===== src/rtl/efpga_xif_pkg.sv =====
// efpga_xif_pkg: shared types and constants for the eFPGA link controller.
// FSM state encodings, default widths and the result-slice helper.
package efpga_xif_pkg;

  localparam int unsigned DATA_W_DEF  = 32;
  localparam int unsigned N_RES_DEF   = 3;
  localparam int unsigned OP_W_DEF    = 2;
  localparam int unsigned DELAY_W_DEF = 4;
  localparam int unsigned CNT_W_DEF   = 16;
  localparam int unsigned TO_DEF      = 1024;

  typedef logic [1:0] state_t;

  localparam state_t ST_IDLE  = 2'd0;
  localparam state_t ST_ISSUE = 2'd1;
  localparam state_t ST_WAIT  = 2'd2;
  localparam state_t ST_RESP  = 2'd3;

  // Low bit index of result word k in a packed result bus.
  function automatic int unsigned res_lo(
    input int unsigned k,
    input int unsigned w
  );
    return k * w;
  endfunction

endpackage


===== src/rtl/efpga_delay_cnt.sv =====
// efpga_delay_cnt: loadable down-counter that saturates at zero.
// Used for the minimum-latency count and, optionally, the WAIT watchdog.
module efpga_delay_cnt #(
  parameter int unsigned W = 4
) (
  input  logic         clk_i,
  input  logic         rst_ni,
  input  logic         load_i,
  input  logic [W-1:0] load_val_i,
  input  logic         dec_i,
  output logic [W-1:0] cnt_o,
  output logic         zero_o
);

  logic [W-1:0] cnt_q;

  // Load wins over decrement; decrement stops at zero.
  always_ff @(posedge clk_i or negedge rst_ni) begin
    if (!rst_ni) begin
      cnt_q <= '0;
    end else if (load_i) begin
      cnt_q <= load_val_i;
    end else if (dec_i && (cnt_q != '0)) begin
      cnt_q <= cnt_q - 1'b1;
    end
  end

  assign cnt_o  = cnt_q;
  assign zero_o = (cnt_q == '0);

endmodule


===== src/rtl/efpga_xif_ctrl.sv =====
// efpga_xif_ctrl: one-op-at-a-time eFPGA coprocessor controller.
// Optional WAIT watchdog enabled by defining EFPGA_TIMEOUT_EN.
module efpga_xif_ctrl
  import efpga_xif_pkg::*;
#(
  parameter int unsigned DATA_W         = DATA_W_DEF,
  parameter int unsigned N_RES          = N_RES_DEF,
  parameter int unsigned OP_W           = OP_W_DEF,
  parameter int unsigned DELAY_W        = DELAY_W_DEF,
  parameter int unsigned CNT_W          = CNT_W_DEF,
  parameter int unsigned TIMEOUT_CYCLES = TO_DEF
) (
  input  logic                    clk_i,
  input  logic                    rst_ni,
  input  logic                    req_valid_i,
  output logic                    req_ready_o,
  input  logic [OP_W-1:0]         req_operator_i,
  input  logic [DATA_W-1:0]       req_operand_a_i,
  input  logic [DATA_W-1:0]       req_operand_b_i,
  input  logic [DELAY_W-1:0]      req_delay_i,
  output logic                    rsp_valid_o,
  input  logic                    rsp_ready_i,
  output logic [N_RES*DATA_W-1:0] rsp_result_o,
  output logic                    rsp_timeout_o,
  output logic                    eFPGA_en_o,
  output logic                    eFPGA_write_strobe_o,
  output logic [OP_W-1:0]         eFPGA_operator_o,
  output logic [DATA_W-1:0]       eFPGA_operand_a_o,
  output logic [DATA_W-1:0]       eFPGA_operand_b_o,
  output logic [DELAY_W-1:0]      eFPGA_delay_o,
  input  logic [N_RES*DATA_W-1:0] eFPGA_result_i,
  input  logic                    eFPGA_fpga_done_i,
  output logic                    busy_o,
  output logic [CNT_W-1:0]        op_count_o
);

  localparam int unsigned RW = N_RES * DATA_W;

  state_t              state_q, state_d;
  logic [OP_W-1:0]     op_q;
  logic [DATA_W-1:0]   a_q, b_q;
  logic [DELAY_W-1:0]  dly_q;
  logic [RW-1:0]       res_q, cap_d;
  logic [CNT_W-1:0]    cnt_q;
  logic [DELAY_W-1:0]  dly_cnt;
  logic                dly_zero;
  logic                accept, in_wait;
  logic                complete, timeout;

  assign accept   = (state_q == ST_IDLE) && req_valid_i;
  assign in_wait  = (state_q == ST_WAIT);
  assign complete = in_wait && eFPGA_fpga_done_i && dly_zero;

  efpga_delay_cnt #(
    .W(DELAY_W)
  ) u_dly (
    .clk_i      (clk_i),
    .rst_ni     (rst_ni),
    .load_i     (accept),
    .load_val_i (req_delay_i),
    .dec_i      (in_wait),
    .cnt_o      (dly_cnt),
    .zero_o     (dly_zero)
  );

`ifdef EFPGA_TIMEOUT_EN
  localparam int unsigned WD_W = $clog2(TIMEOUT_CYCLES + 1);

  logic [WD_W-1:0] wd_cnt;
  logic            wd_zero;
  logic            to_q;

  // Loaded with N-1 so it reaches zero in the N-th WAIT cycle.
  efpga_delay_cnt #(
    .W(WD_W)
  ) u_wd (
    .clk_i      (clk_i),
    .rst_ni     (rst_ni),
    .load_i     (accept),
    .load_val_i (WD_W'(TIMEOUT_CYCLES - 1)),
    .dec_i      (in_wait),
    .cnt_o      (wd_cnt),
    .zero_o     (wd_zero)
  );

  assign timeout = in_wait && wd_zero && !complete;

  // Timeout flag lives for the RESP phase only.
  always_ff @(posedge clk_i or negedge rst_ni) begin
    if (!rst_ni) begin
      to_q <= 1'b0;
    end else if (timeout) begin
      to_q <= 1'b1;
    end else if ((state_q == ST_RESP) && rsp_ready_i) begin
      to_q <= 1'b0;
    end
  end

  assign rsp_timeout_o = to_q;
`else
  assign timeout       = 1'b0;
  assign rsp_timeout_o = 1'b0;
`endif

  // Next-state logic.
  always_comb begin
    state_d = state_q;
    unique case (state_q)
      ST_IDLE:  if (req_valid_i) state_d = ST_ISSUE;
      ST_ISSUE: state_d = ST_WAIT;
      ST_WAIT:  if (complete || timeout) state_d = ST_RESP;
      ST_RESP:  if (rsp_ready_i) state_d = ST_IDLE;
      default:  state_d = ST_IDLE;
    endcase
  end

  // Word-wise copy of the eFPGA result bus.
  always_comb begin
    cap_d = '0;
    for (int unsigned k = 0; k < N_RES; k++) begin
      cap_d[res_lo(k, DATA_W) +: DATA_W] =
        eFPGA_result_i[res_lo(k, DATA_W) +: DATA_W];
    end
  end

  // State register.
  always_ff @(posedge clk_i or negedge rst_ni) begin
    if (!rst_ni) state_q <= ST_IDLE;
    else         state_q <= state_d;
  end

  // Operand registers hold until the next accepted request.
  always_ff @(posedge clk_i or negedge rst_ni) begin
    if (!rst_ni) begin
      op_q  <= '0;
      a_q   <= '0;
      b_q   <= '0;
      dly_q <= '0;
    end else if (accept) begin
      op_q  <= req_operator_i;
      a_q   <= req_operand_a_i;
      b_q   <= req_operand_b_i;
      dly_q <= req_delay_i;
    end
  end

  // Result capture and completed-operation count.
  always_ff @(posedge clk_i or negedge rst_ni) begin
    if (!rst_ni) begin
      res_q <= '0;
      cnt_q <= '0;
    end else begin
      if (complete)     res_q <= cap_d;
      else if (timeout) res_q <= '0;
      if (complete || timeout) cnt_q <= cnt_q + 1'b1;
    end
  end

  assign req_ready_o          = (state_q == ST_IDLE);
  assign rsp_valid_o          = (state_q == ST_RESP);
  assign busy_o               = (state_q != ST_IDLE);
  assign eFPGA_write_strobe_o = (state_q == ST_ISSUE);
  assign eFPGA_en_o           = (state_q == ST_ISSUE) || in_wait;
  assign eFPGA_operator_o     = op_q;
  assign eFPGA_operand_a_o    = a_q;
  assign eFPGA_operand_b_o    = b_q;
  assign eFPGA_delay_o        = dly_q;
  assign rsp_result_o         = res_q;
  assign op_count_o           = cnt_q;

endmodule


===== config.mk =====
export PLATFORM = sky130hd
export DESIGN_NAME = efpga_xif_ctrl
export DESIGN_NICKNAME = d
export VERILOG_FILES = /design/src/rtl/efpga_xif_pkg.sv /design/src/rtl/efpga_delay_cnt.sv /design/src/rtl/efpga_xif_ctrl.sv
export SDC_FILE = /design/constraint.sdc
export NUM_CORES = 1
export LEC_CHECK = 0
export BUFFER_PORTS_ARGS = -buffer_cell sky130_fd_sc_hd__buf_2
export CELL_PAD_IN_SITES_DETAIL_PLACEMENT = 1
export CELL_PAD_IN_SITES_GLOBAL_PLACEMENT = 2
export CORE_MARGIN = 4
export CORE_UTILIZATION = 27
export CTS_CLUSTER_DIAMETER = 100
export DETAILED_ROUTE_END_ITERATION = 16
export GPL_ROUTABILITY_DRIVEN = 1
export PLACE_DENSITY_LB_ADDON = 0.12
export SYNTH_ARGS = -nofsm -noshare
export SYNTH_HDL_FRONTEND = slang
export SYNTH_SLANG_ARGS = --single-unit

===== constraint.sdc =====
create_clock -name clk_i -period 3.9 [get_ports clk_i]
set_input_delay 0.585 -clock clk_i [delete_from_list [all_inputs] [get_ports clk_i]]
set_output_delay 0.585 -clock clk_i [all_outputs]
set_load 0.005 [all_outputs]

==> flow_summary_export.csv <==
group,metric,value,unit
run_status,status,"completed",
critical_path,critical_path_required,4260,ps
timing,slew_viol_final,0,
clock_network,holdBufCountCts,0,
critical_path,worst-path-max-fanout,66,
clock_network,clk_pin_slew,70,ps
power,power_frac_seq,43.8,%
logic_synthesis,syn_inst,808,
layout,layout_common_cells,"nand2_1 (510), buf_2 (356), dfrtp_1 (188)",
layout,final_core_util,38.0,%
timing,period_minus_slack,2370,ps
clock_network,clock-sinks,188,
timing,hold_viol,0,
floorplan,core,26400,sq um
logic_synthesis,yosys_warnings,0,
critical_path,arrival,2720,ps
drt,routed_wl,24600,um
drt,via_per_inst,4.29,
layout,syn_to_final_growth,37.1,%
clock_network,cts_post_setup_buffers_inserted,0,
floorplan,chipWidth,172,um
critical_path,start_kind,"flop",
power,p_sw_share,35.0,%
floorplan,die_h,172,um
clock_network,clk_path_buf_depth,2,
floorplan,rows,59,
global_routing,grt_overflow,0,
global_routing,grt_start_max_net_pins,81,
power,pwr-share-clk,24.5,%
floorplan,dieArea,29700,sq um
power,combPwrFrac,31.7,%
global_routing,grtUsageTotal,16.1,%
power,power_density,707,nW/um^2
timing,grt_setup_unrepaired,"no",
drt,first_pass_iters,4,
layout,antennaDiodeCount,0,
global_routing,grt_pass1_wl,37700,um
placement,placedCellCount,1468,
clock_network,cts_root_buf,"clkbuf_16",
global_routing,grt_pass1_vias,6753,
logic_synthesis,ys_ff_latch,188,
run,maxCapViolations,0,
clock_network,cts_tree,"built",
floorplan,start_util,27.7,%
critical_path,end_kind,"flop",
logic_synthesis,synth_nets,986,
clock_network,cts_resized,0,
drt,ant_nets,0,
min_path,min_path_type,"in2async",
layout,final_common_cell,"nand2_1",
power,p_leak,5.92,nW
timing,clock.fmax,422,MHz
power,switchingPower,0.00248,W
critical_path,cp-startpoint,"u_dly.cnt_o[0]",
timing,setup_tns,0,ps
clock_network,cts-htree-levels,4,
critical_path,regToRegStartpoint,"u_dly.cnt_o[0]",
layout,final_cells,1499,
power,intPower,0.00460,W
timing,setup_viol,0,
placement,placedInstanceArea,9430,sq um
timing,max-slew-margin-rel,44.7,%
logic_synthesis,syn_area_per_cell,9.04,sq um
logic_synthesis,synth-seq-area-share,64.4,%
placement,dpl.hpwl,17900,um
layout,nets,1330,
timing,period_share,60.7,%
clock_network,clk_latency,420,ps
logic_synthesis,synth_cell_types,30,
drt,wire_per_inst,16.4,um
drt,vias,6436,
timing,fin_hold_ws,178,ps
drt,drc,0,
placement,numPortBuffers,357,
floorplan,io_pins,359,
layout,drive_gt1_share,34.4,%
logic_synthesis,synth_area,7300,sq um
placement,place_congestion,0.755,
power,peakVddDrop,0.000247,V
critical_path,worstSetupPathType,"reg2reg",
global_routing,antenna_found_initial,3,
clock_network,cts_buffers,17,
layout,final_area,10000,sq um
timing,fin_skew,14.0,ps
drt,drt_iter0_drc,281,
timing,tightest_slew,830,ps
[critical path, stage by stage, from the launching register on]
cell     delay (ps)
dfrtp_1         380
inv_1            90
ha_1            210
nor3b_2         330
and3_4          730
buf_4           370
nand2_1          90
nand2_1          60
[final timing paths]
check                                         to  slack, ps  depth (start not counted)
hold / removal                   rsp_result_o[0]        180                          1
max in group asynchronous       rsp_result_o[58]       2890                          2
setup reg to reg                rsp_result_o[13]       1530                          7
setup / recovery                rsp_result_o[13]       1530                          7
min in group clk_i           eFPGA_operator_o[1]        340                          3
hold reg to reg            eFPGA_operand_b_o[19]        470                          2
[cell families after synthesis]
family / count (synthesis) / share of synthesized area (%)
and+or+nand+nor: 540 / 28.7
buffers and inverters: 45 / 2.59
adders and majority gates: 7 / 1.20
muxes: 1 / 0.154
xor gates and xnor gates: 17 / 2.04
AOI/OAI and AO/OA: 9 / 0.788
DFF: 188 / 64.4
other: 1 / 0.0514
[synth_stat cells]
cell type | n | area (sq um)
inv_1 | 7 | 26.3
or3b_2 | 1 | 8.76
nand2_1 | 511 | 1920
nor4_1 | 2 | 12.5
buf_4 | 1 | 7.51
or3_1 | 1 | 6.26
and3_1 | 1 | 6.26
nor2_1 | 3 | 11.3
and2_1 | 1 | 6.26
nand3_2 | 1 | 10.0
nor3b_1 | 1 | 7.51
nand4bb_1 | 1 | 11.3
clkbuf_1 | 24 | 90.1
nand3_1 | 6 | 30.0
buf_2 | 13 | 65.1
xnor2_1 | 11 | 96.3
xor2_1 | 6 | 52.6
nand4_1 | 6 | 37.5
conb_1 | 1 | 3.75
dfrtp_1 | 188 | 4700
o21ai_0 | 3 | 15.0
ha_1 | 7 | 87.6
nor3_1 | 4 | 20.0
o21a_1 | 1 | 7.51
a2bb2oi_1 | 1 | 8.76
o32a_1 | 1 | 10.0
mux2_2 | 1 | 11.3
nor3b_2 | 1 | 12.5
o22ai_1 | 1 | 6.26
a21oi_1 | 2 | 10.0
[final cells by class]
class	count	area (sq um)
Clock buffer	19	443
Clock inverter	12	130
Fill cell	3224	16300
Inverter	7	26.3
Multi-Input combinational cell	575	2430
Sequential cell	188	4700
Tap cell	335	419
Timing Repair Buffer	363	1850
[sequential cells by signal, indices dropped and copies added, names as in the netlist]
| register | cells |
|---|---|
| op_count_o | 16 |
| eFPGA_operator_o | 2 |
| rsp_result_o | 96 |
| eFPGA_operand_b_o | 32 |
| eFPGA_operand_a_o | 32 |
| u_dly.cnt_o | 4 |
| state_q | 2 |
| eFPGA_delay_o | 4 |
[layer usage]
metal	global-route usage [%]	vias to the layer above	part of all wire, %
met2	25.7	222	47
met4	4.51	6	1.8
met5	0	-	0.16
met3	6.15	26	9.5
li1	-	3145	-
met1	20.4	3037	42
[power by group through the flow]
stage          logic [W]  clock network, W  registers [W]
5_1_grt          0.00261           0.00189        0.00320
3_3_place_gp     0.00228                 0        0.00312
4_1_cts          0.00233           0.00180        0.00311
6_report         0.00224           0.00173        0.00310
2_1_floorplan   0.000953                 0        0.00319
3_5_place_dp     0.00232                 0        0.00314
[per-stage QoR]
step           worst slack, ps  total power [W]
2_1_floorplan             2230          0.00415
6_report                  1530          0.00708
4_1_cts                   1500          0.00724
3_3_place_gp              1560          0.00540
5_1_grt                   1310          0.00770
3_5_place_dp              1490          0.00545
No activity file was read; power rests on OpenSTA's default activity.
